File: src/rtl/agc_fetch_sequencer_if.sv
// Instruction-fetch memory bus between the fetch sequencer and program memory.
//   mem_req   : fetch request, level, held until mem_ack
//   mem_addr  : fetch address (the sequencer's Z register)
//   mem_rdata : fetched word, valid in the mem_ack cycle
//   mem_ack   : one-cycle fetch completion
// master = sequencer side, slave = memory side.
interface agc_fetch_sequencer_if;

    localparam int unsigned ADDR_W = 12;
    localparam int unsigned WORD_W = 15;

    logic              mem_req;
    logic [ADDR_W-1:0] mem_addr;
    logic [WORD_W-1:0] mem_rdata;
    logic              mem_ack;

    modport master (
        output mem_req,
        output mem_addr,
        input  mem_rdata,
        input  mem_ack
    );

    modport slave (
        input  mem_req,
        input  mem_addr,
        output mem_rdata,
        output mem_ack
    );

endinterface

File: src/rtl/agc_fetch_sequencer.sv
// AGC-style instruction fetch sequencer.
// Fetches the word at Z, folds EXTEND prefixes into an extracode flag,
// hands the instruction to decode with a one-cycle strobe, then waits for
// the execute unit (optionally taking a branch) before the next fetch.
// A fetch that is not acknowledged within TIMEOUT cycles parks the block
// in a sticky FAULT state that only reset clears.
//
// Ports:
//   tp            clock, rising edge
//   rst_n         synchronous active-low reset
//   run           permits starting new instruction fetches
//   mem           fetch bus (master side): mem_req/mem_addr out, mem_rdata/mem_ack in
//   instr_out     latched instruction word for decode
//   extend        instr_out is an extracode
//   decode_strobe one-cycle pulse: instr_out/extend valid
//   exec_done     execute unit finished current instruction
//   branch_valid  qualifies branch_addr, sampled with exec_done
//   branch_addr   next-instruction address on branch
//   z_out         program counter Z
//   fault         sticky memory-timeout flag
//   state_out     current state encoding (IDLE=0 FETCH=1 DECODE=2 EXEC=3 FAULT=4)
module agc_fetch_sequencer #(
    parameter logic [11:0] RESET_ADDR  = 12'o4000,
    parameter int unsigned TIMEOUT     = 15,
    parameter logic [14:0] EXTEND_WORD = 15'o00006
) (
    input  logic                         tp,
    input  logic                         rst_n,
    input  logic                         run,
    agc_fetch_sequencer_if.master        mem,
    output logic [14:0]                  instr_out,
    output logic                         extend,
    output logic                         decode_strobe,
    input  logic                         exec_done,
    input  logic                         branch_valid,
    input  logic [11:0]                  branch_addr,
    output logic [11:0]                  z_out,
    output logic                         fault,
    output logic [2:0]                   state_out
);

    localparam int unsigned ADDR_W = 12;
    localparam int unsigned WORD_W = 15;
    localparam int unsigned TMO_W  = 4;

    // Last counter value before the fault fires: the TIMEOUT-th FETCH cycle
    // without mem_ack sees the counter at TIMEOUT-1.
    localparam logic [TMO_W-1:0] TMO_LAST = TMO_W'(TIMEOUT - 1);

    typedef enum logic [2:0] {
        ST_IDLE   = 3'd0,
        ST_FETCH  = 3'd1,
        ST_DECODE = 3'd2,
        ST_EXEC   = 3'd3,
        ST_FAULT  = 3'd4
    } state_t;

    state_t             state;
    logic [ADDR_W-1:0]  z;
    logic               mem_req_q;
    logic               ext_pending;
    logic [TMO_W-1:0]   tmo_cnt;

    // Sequencer: state, program counter, fetch request and decode outputs.
    always_ff @(posedge tp) begin
        if (!rst_n) begin
            state         <= ST_IDLE;
            z             <= RESET_ADDR;
            mem_req_q     <= 1'b0;
            instr_out     <= '0;
            extend        <= 1'b0;
            ext_pending   <= 1'b0;
            decode_strobe <= 1'b0;
            fault         <= 1'b0;
            tmo_cnt       <= '0;
        end else begin
            case (state)
                ST_IDLE: begin
                    if (run) begin
                        state     <= ST_FETCH;
                        mem_req_q <= 1'b1;
                        tmo_cnt   <= '0;
                    end
                end

                ST_FETCH: begin
                    // An ack always wins over a timeout in the same cycle.
                    if (mem.mem_ack) begin
                        tmo_cnt <= '0;
                        z       <= z + ADDR_W'(1);
                        if (mem.mem_rdata == EXTEND_WORD) begin
                            // Prefix only: keep requesting the following word.
                            ext_pending <= 1'b1;
                        end else begin
                            instr_out     <= mem.mem_rdata;
                            extend        <= ext_pending;
                            ext_pending   <= 1'b0;
                            decode_strobe <= 1'b1;
                            mem_req_q     <= 1'b0;
                            state         <= ST_DECODE;
                        end
                    end else if (tmo_cnt == TMO_LAST) begin
                        mem_req_q <= 1'b0;
                        fault     <= 1'b1;
                        state     <= ST_FAULT;
                    end else begin
                        tmo_cnt <= tmo_cnt + TMO_W'(1);
                    end
                end

                ST_DECODE: begin
                    decode_strobe <= 1'b0;
                    state         <= ST_EXEC;
                end

                ST_EXEC: begin
                    // run is only consulted here, so a dropped run never
                    // aborts the instruction in flight.
                    if (exec_done) begin
                        if (branch_valid) begin
                            z <= branch_addr;
                        end
                        if (run) begin
                            state     <= ST_FETCH;
                            mem_req_q <= 1'b1;
                            tmo_cnt   <= '0;
                        end else begin
                            state <= ST_IDLE;
                        end
                    end
                end

                ST_FAULT: begin
                    // Sticky until reset; run and the bus are ignored.
                    mem_req_q <= 1'b0;
                    fault     <= 1'b1;
                end

                default: begin
                    state         <= ST_IDLE;
                    mem_req_q     <= 1'b0;
                    decode_strobe <= 1'b0;
                end
            endcase
        end
    end

    assign mem.mem_req  = mem_req_q;
    assign mem.mem_addr = z;
    assign z_out        = z;
    assign state_out    = state;

    // Word width of the bus matches the instruction register.
    localparam int unsigned INSTR_W_CHECK = WORD_W;
    if (INSTR_W_CHECK != $bits(instr_out)) begin : g_width_mismatch
        $error("instr_out width does not match bus word width");
    end

endmodule

File: src/flat_wrapper.sv
// flat-port wrapper written by rule: the top's interface ports become plain ports
module agc_fetch_sequencer_flat 
#(
    parameter logic [11:0] RESET_ADDR  = 12'o4000,
    parameter int unsigned TIMEOUT     = 15,
    parameter logic [14:0] EXTEND_WORD = 15'o00006
)
  (tp, rst_n, run, instr_out, extend, decode_strobe, exec_done, branch_valid, branch_addr, z_out, fault, state_out, mem_mem_req, mem_mem_addr, mem_mem_rdata, mem_mem_ack);
  agc_fetch_sequencer_if mem_i ();
  input  logic tp;
  input  logic rst_n;
  input  logic run;
  output logic [14:0] instr_out;
  output logic extend;
  output logic decode_strobe;
  input  logic exec_done;
  input  logic branch_valid;
  input  logic [11:0] branch_addr;
  output logic [11:0] z_out;
  output logic fault;
  output logic [2:0] state_out;
  output wire logic [$bits(mem_i.mem_req)-1:0] mem_mem_req;
  output wire logic [$bits(mem_i.mem_addr)-1:0] mem_mem_addr;
  input wire logic [$bits(mem_i.mem_rdata)-1:0] mem_mem_rdata;
  input wire logic [$bits(mem_i.mem_ack)-1:0] mem_mem_ack;
  assign mem_mem_req = mem_i.mem_req;
  assign mem_mem_addr = mem_i.mem_addr;
  assign mem_i.mem_rdata = mem_mem_rdata;
  assign mem_i.mem_ack = mem_mem_ack;
  agc_fetch_sequencer #(.RESET_ADDR(RESET_ADDR), .TIMEOUT(TIMEOUT), .EXTEND_WORD(EXTEND_WORD)) u_core (.tp(tp), .rst_n(rst_n), .run(run), .mem(mem_i), .instr_out(instr_out), .extend(extend), .decode_strobe(decode_strobe), .exec_done(exec_done), .branch_valid(branch_valid), .branch_addr(branch_addr), .z_out(z_out), .fault(fault), .state_out(state_out));
endmodule
File: config.mk
export PLATFORM = sky130hd
export DESIGN_NAME = agc_fetch_sequencer_flat
export DESIGN_NICKNAME = d
export VERILOG_FILES = /design/src/rtl/agc_fetch_sequencer_if.sv /design/src/rtl/agc_fetch_sequencer.sv /design/src/flat_wrapper.sv
export SDC_FILE = /design/constraint.sdc
export NUM_CORES = 1
export LEC_CHECK = 0
export CAP_MARGIN = 20
export CORE_MARGIN = 3
export CORE_UTILIZATION = 40
export DETAILED_ROUTE_END_ITERATION = 10
export PLACE_DENSITY = 0.72
export SYNTH_ARGS = -nofsm -noshare
export SYNTH_HDL_FRONTEND = slang
export SYNTH_SLANG_ARGS = --single-unit
File: constraint.sdc
create_clock -name tp -period 2.2 [get_ports tp]
set_clock_uncertainty 0.05 [all_clocks]
set_input_delay 0.44 -clock tp [delete_from_list [all_inputs] [get_ports tp]]
set_output_delay 0.44 -clock tp [all_outputs]
set_load 0.05 [all_outputs]
# == Yosys cells after proc, flatten, opt, wreduce, memory -nomap -nowiden ==
# Index checks and enable logic that the tools add are counted.
# totals
latch_bits,0
mem_bits_rw,0
inputBits,33
ff_bits,39
memories,0
romBits,0
output_inout_bits,46
# classes
div,0
shifts,0
muxes,29
bitwise_logic,4
mul,0
eq_ne,16
magnitude_cmp,0
n_reduce_logical,13
addsub,2
# op_table
operator,n
$mux 12,3
$pmux 12 s2,1
$mux 4,4
$eq 15x3->1 const B,1
$mux 3,5
$pmux 3 s5,1
$add 12x1->12 const B,1
$ne 2x2->1 const B,6
$pmux 4 s3,1
$reduce_and 3->1,4
$mux 1,11
$reduce_and 4->1,2
$eq 3x2->1 const B,2
$ne 3x3->1 const B,2
$reduce_and 5->1,1
$add 4x1->4 const B,1
$eq 4x4->1 const B,1
$not 1->1,4
$pmux 1 s2,2
$pmux 1 s4,1
$reduce_bool 2->1,2
$eq 3x1->1 const B,1
$eq 3x3->1 const B,1
$logic_not 3->1,1
other kinds (5),5

# == Depth between registers and ports, before layout ==
# depth
ltp_word,4
mapped_depth,6

# == Worst setup path before layout ==
# Ideal clock, no wire load.
# synth_timing
path_type,reg2reg
start,reg u_core.z[1] (netlist: u_core.mem.mem_addr[1])
end,reg u_core.z[6] (netlist: u_core.mem.mem_addr[6])
setup_slack_ns,0.285
t_arrival_ns,1.807
n_path_buf,0
path_stages_with_launch,6
t_required_ns,2.092
path_cell_list,dfxtp_1 -> ha_1 -> nand3_1 -> or4_1 -> a21oi_1 -> o21a_1
# synth_between
elab_chain_len,3
# synth_lines
item,line_no,text
start: declaration,agc_fetch_sequencer.sv:59,logic [ADDR_W-1:0] z;
start signal: assignment,agc_fetch_sequencer.sv:90,z <= z + ADDR_W'(1);
start signal: assignment,agc_fetch_sequencer.sv:121,z <= branch_addr;
$add 12x1->12,agc_fetch_sequencer.sv:90,
$mux 12,agc_fetch_sequencer.sv:88,if (mem.mem_ack) begin
$pmux 12 s2,agc_fetch_sequencer.sv:77,case (state)
# No other way between the ends. The select of a mux whose other input is x is not followed.
# A chain may end at the register's enable or synchronous reset.

# == Worst setup path after layout ==
# layout_timing
start,reg u_core.z[3] (netlist: u_core.mem.mem_addr[3])
end,out z_out[3]
# layout_rtl
item,line_no,text
end: declaration,flat_wrapper.sv:19,output logic [11:0] z_out;
# No word-level cell between the ends.

==> flow_metrics.tcl <==
set metrics [dict create \
    status "complete, no violations" \
    dp_slack_ns -0.06764 \
    grt_start_max_net_pins 28 \
    hp-class "reg2reg" \
    post_drt_wl_per_cell_um 14.21 \
    drt_first_pass_iters 5 \
    rows 25 \
    crit_start "u_core.mem.mem_addr[3]" \
    post_cts_resized 0 \
    numCtsBuffers 5 \
    ys_ff_latch 39 \
    worst_setup_path_start_kind "register" \
    coreArea_sq_um 4911 \
    r2r_start "u_core.state_out[1]" \
    io_pins 79 \
    synth_top_family_by_area "compound AO/OA/AOI/OAI gates" \
    die_w_um 78.67 \
    worstPathCellList "clkdlybuf4s50_1" \
    grt_overflow 0 \
    ff2ff_setup_slack_ns 0.45 \
    final_cell_mix "clkdlybuf4s50_1 (75), dfxtp_1 (39), a21oi_1 (31)" \
    cp_data_arrival_time_ns 1.63 \
    peakVddDrop_uv 397.6 \
    synth_cells 264 \
    synthMuxAreaShare 0 \
    topRoutingLayerUsed "met4" \
    critPathSlowestCell "clkdlybuf4s50_1" \
    cts_setup_buffers 0 \
    area_growth_pct 41.23 \
    antenna_cells 0 \
    antenna_found_initial 0 \
    whs_ns 0.4097 \
    tightest_slew_ns 0.5217 \
    grt_pass1_vias 2023 \
    end_kind "output port" \
    synth-adder-area-share 0.01777 \
    cts_max_level 2 \
    initial_core_util 0.4301 \
    cp_num_buf_inv 1 \
    crit_fanout 8 \
    io_buffers 78 \
    cts_sinks 39 \
    routabilityCongestion 0.8160 \
    p_per_area_nw_per_um2 542.2 \
    path_clk_slew_ns 0.08 \
    clock-root-buffer "clkbuf_8" \
    die_h_um 78.67 \
    critical_path_cell_count 1 \
    fin_crit_ns 2.118 \
    r2r_cells 4 \
    wl_met2_um 2629 \
    hold_violations 0 \
    async_flop_share 0 \
    crit_required_ns 1.71 \
    viasPerCell 5.428 \
    rsz0062_at_grt "false" \
    relSlewSlack 0.6511 \
    ctsHoldBuffers 0 \
    cp_top_family "buffers and inverters" \
    fin_nets 370 \
    dieArea_sq_um 6188 \
    grt_use_total 0.1864 \
    syn_avg_cell_area_sq_um 8.000 \
    slew_violations 0 \
    synth.yosys.seq_area_share 0.3697 \
    routed_wl_um 5711 \
    synth_warnings 0 \
    drive_above_1_share 0.09552 \
    wl_met3_um 476 \
    worst_slack_ns 0.08170 \
    setup_violations 0 \
    synthesis.nets 300 \
    crit_type "reg2out" \
    r2r_end "u_core.mem.mem_req" \
    drt_iter0_drc 127 \
    crit_path_end "z_out[3]" \
    yosysUniqueCellTypes 52 \
    cts_buffer_depth 2 \
    fmax_mhz 472.1 \
    cap_violations 0 \
    drc 0 \
    period_share 0.9629 \
    cts_tree "built" \
    grt_pass1_wl_um 9390 \
    ys.flop_type "dfxtp_1" \
    ant_nets 0 \
    final_common_cell "clkdlybuf4s50_1" \
    wl_met1_um 2575 \
    syn_area_sq_um 2112 \
    hpwl_um 4084 \
    worstSkewPairLatency_ns 0.29 \
    synth_compound_area_frac 0.2731 \
    yosys.area_share.simple 0.2470 \
    synth_edf_count 0 \
    vias 2182 \
    power.leakage_nw 1.082 \
    cpPeakStageDelay_ns 0.86 \
    synth-xor-area-share 0 \
]
## worst min path at each step
stage	to	depth (start not counted)	from	slack (ns)
2_1_floorplan	u_core.ext_pending	2	u_core.ext_pending	0.39
4_1_cts	u_core.ext_pending	2	u_core.ext_pending	0.41
5_1_grt	u_core.fault	1	u_core.fault	0.43
3_5_place_dp	u_core.ext_pending	2	u_core.ext_pending	0.40
6_report	u_core.ext_pending	2	u_core.ext_pending	0.41
3_3_place_gp	u_core.ext_pending	2	u_core.ext_pending	0.39
## sequential cells by signal, indices dropped and copies added, names as in the netlist
register / count
u_core.ext_pending: 1
u_core.instr_out: 15
u_core.tmo_cnt: 4
u_core.decode_strobe: 1
u_core.state_out: 3
u_core.mem.mem_addr: 12
u_core.extend: 1
u_core.mem.mem_req: 1
u_core.fault: 1
## metrics by stage
stage          instance area (sq um)  setup TNS, ns  instances  total power, W  utilization
6_report                        2983              0        402        0.001617       0.6074
2_1_floorplan                   2112              0        264       0.0009959            -
5_1_grt                         2983              0        402        0.001694       0.6074
4_1_cts                         2983              0        402        0.001634       0.6074
3_3_place_gp                    2894        -0.5049        394        0.001138       0.5893
3_5_place_dp                    2894        -0.7354        394        0.001141       0.5893
## Yosys cell counts, drive strengths merged (2+ instances only)
library cell	number	area [sq um]
dfxtp	39	780.8
a21oi	31	155.2
o21ai	29	145.1
buf	22	153.9
nand3	20	100.1
nand2	18	67.56
nor2	16	60.06
clkbuf	7	26.28
nor3	7	35.03
o21a	6	46.30
and2	5	31.28
and3	4	25.02
nor2b	4	25.02
nor4	4	25.02
o221a	4	45.04
a31oi	3	18.77
ha	3	37.54
inv	3	11.26
nand4	3	18.77
nor3b	3	22.52
o22ai	3	25.02
a211oi	2	15.01
a21o	2	15.01
and3b	2	17.52
nand2b	2	12.51
nand3b	2	27.53
o31ai	2	15.01
## metal layers
metal,vias to the layer above,GRT usage
met2,80,0.2869
met4,0,0.05420
met5,-,0
met3,2,0.06307
li1,1093,-
met1,1007,0.2465
## layout make-up
class / count / area, sq um
fillers: 450 / 1928
inverters: 4 / 15.01
flip-flops and latches: 39 / 780.7
well taps: 67 / 83.83
multi-input cells: 192 / 1136
repair buffers: 92 / 878.3
clock buffers: 5 / 68.82
clock inverters: 3 / 20.02
## power by group
group	switching [W]	internal, W
clock network	0.000271	0.000221
logic	0.000211	0.000156
registers	0.0000278	0.000731
total	0.000510	0.00111
## kinds of logic (layout without fill, tap and decap cells)
group / Yosys count / in the layout
flip-flops: 39 / 39
AND/OR/NAND/NOR: 96 / 96
buffers and inverters: 33 / 104
AO/OA/AOI/OAI: 93 / 93
adder cells (fa/ha/maj): 3 / 3
Power figures use the tool's default switching activity.
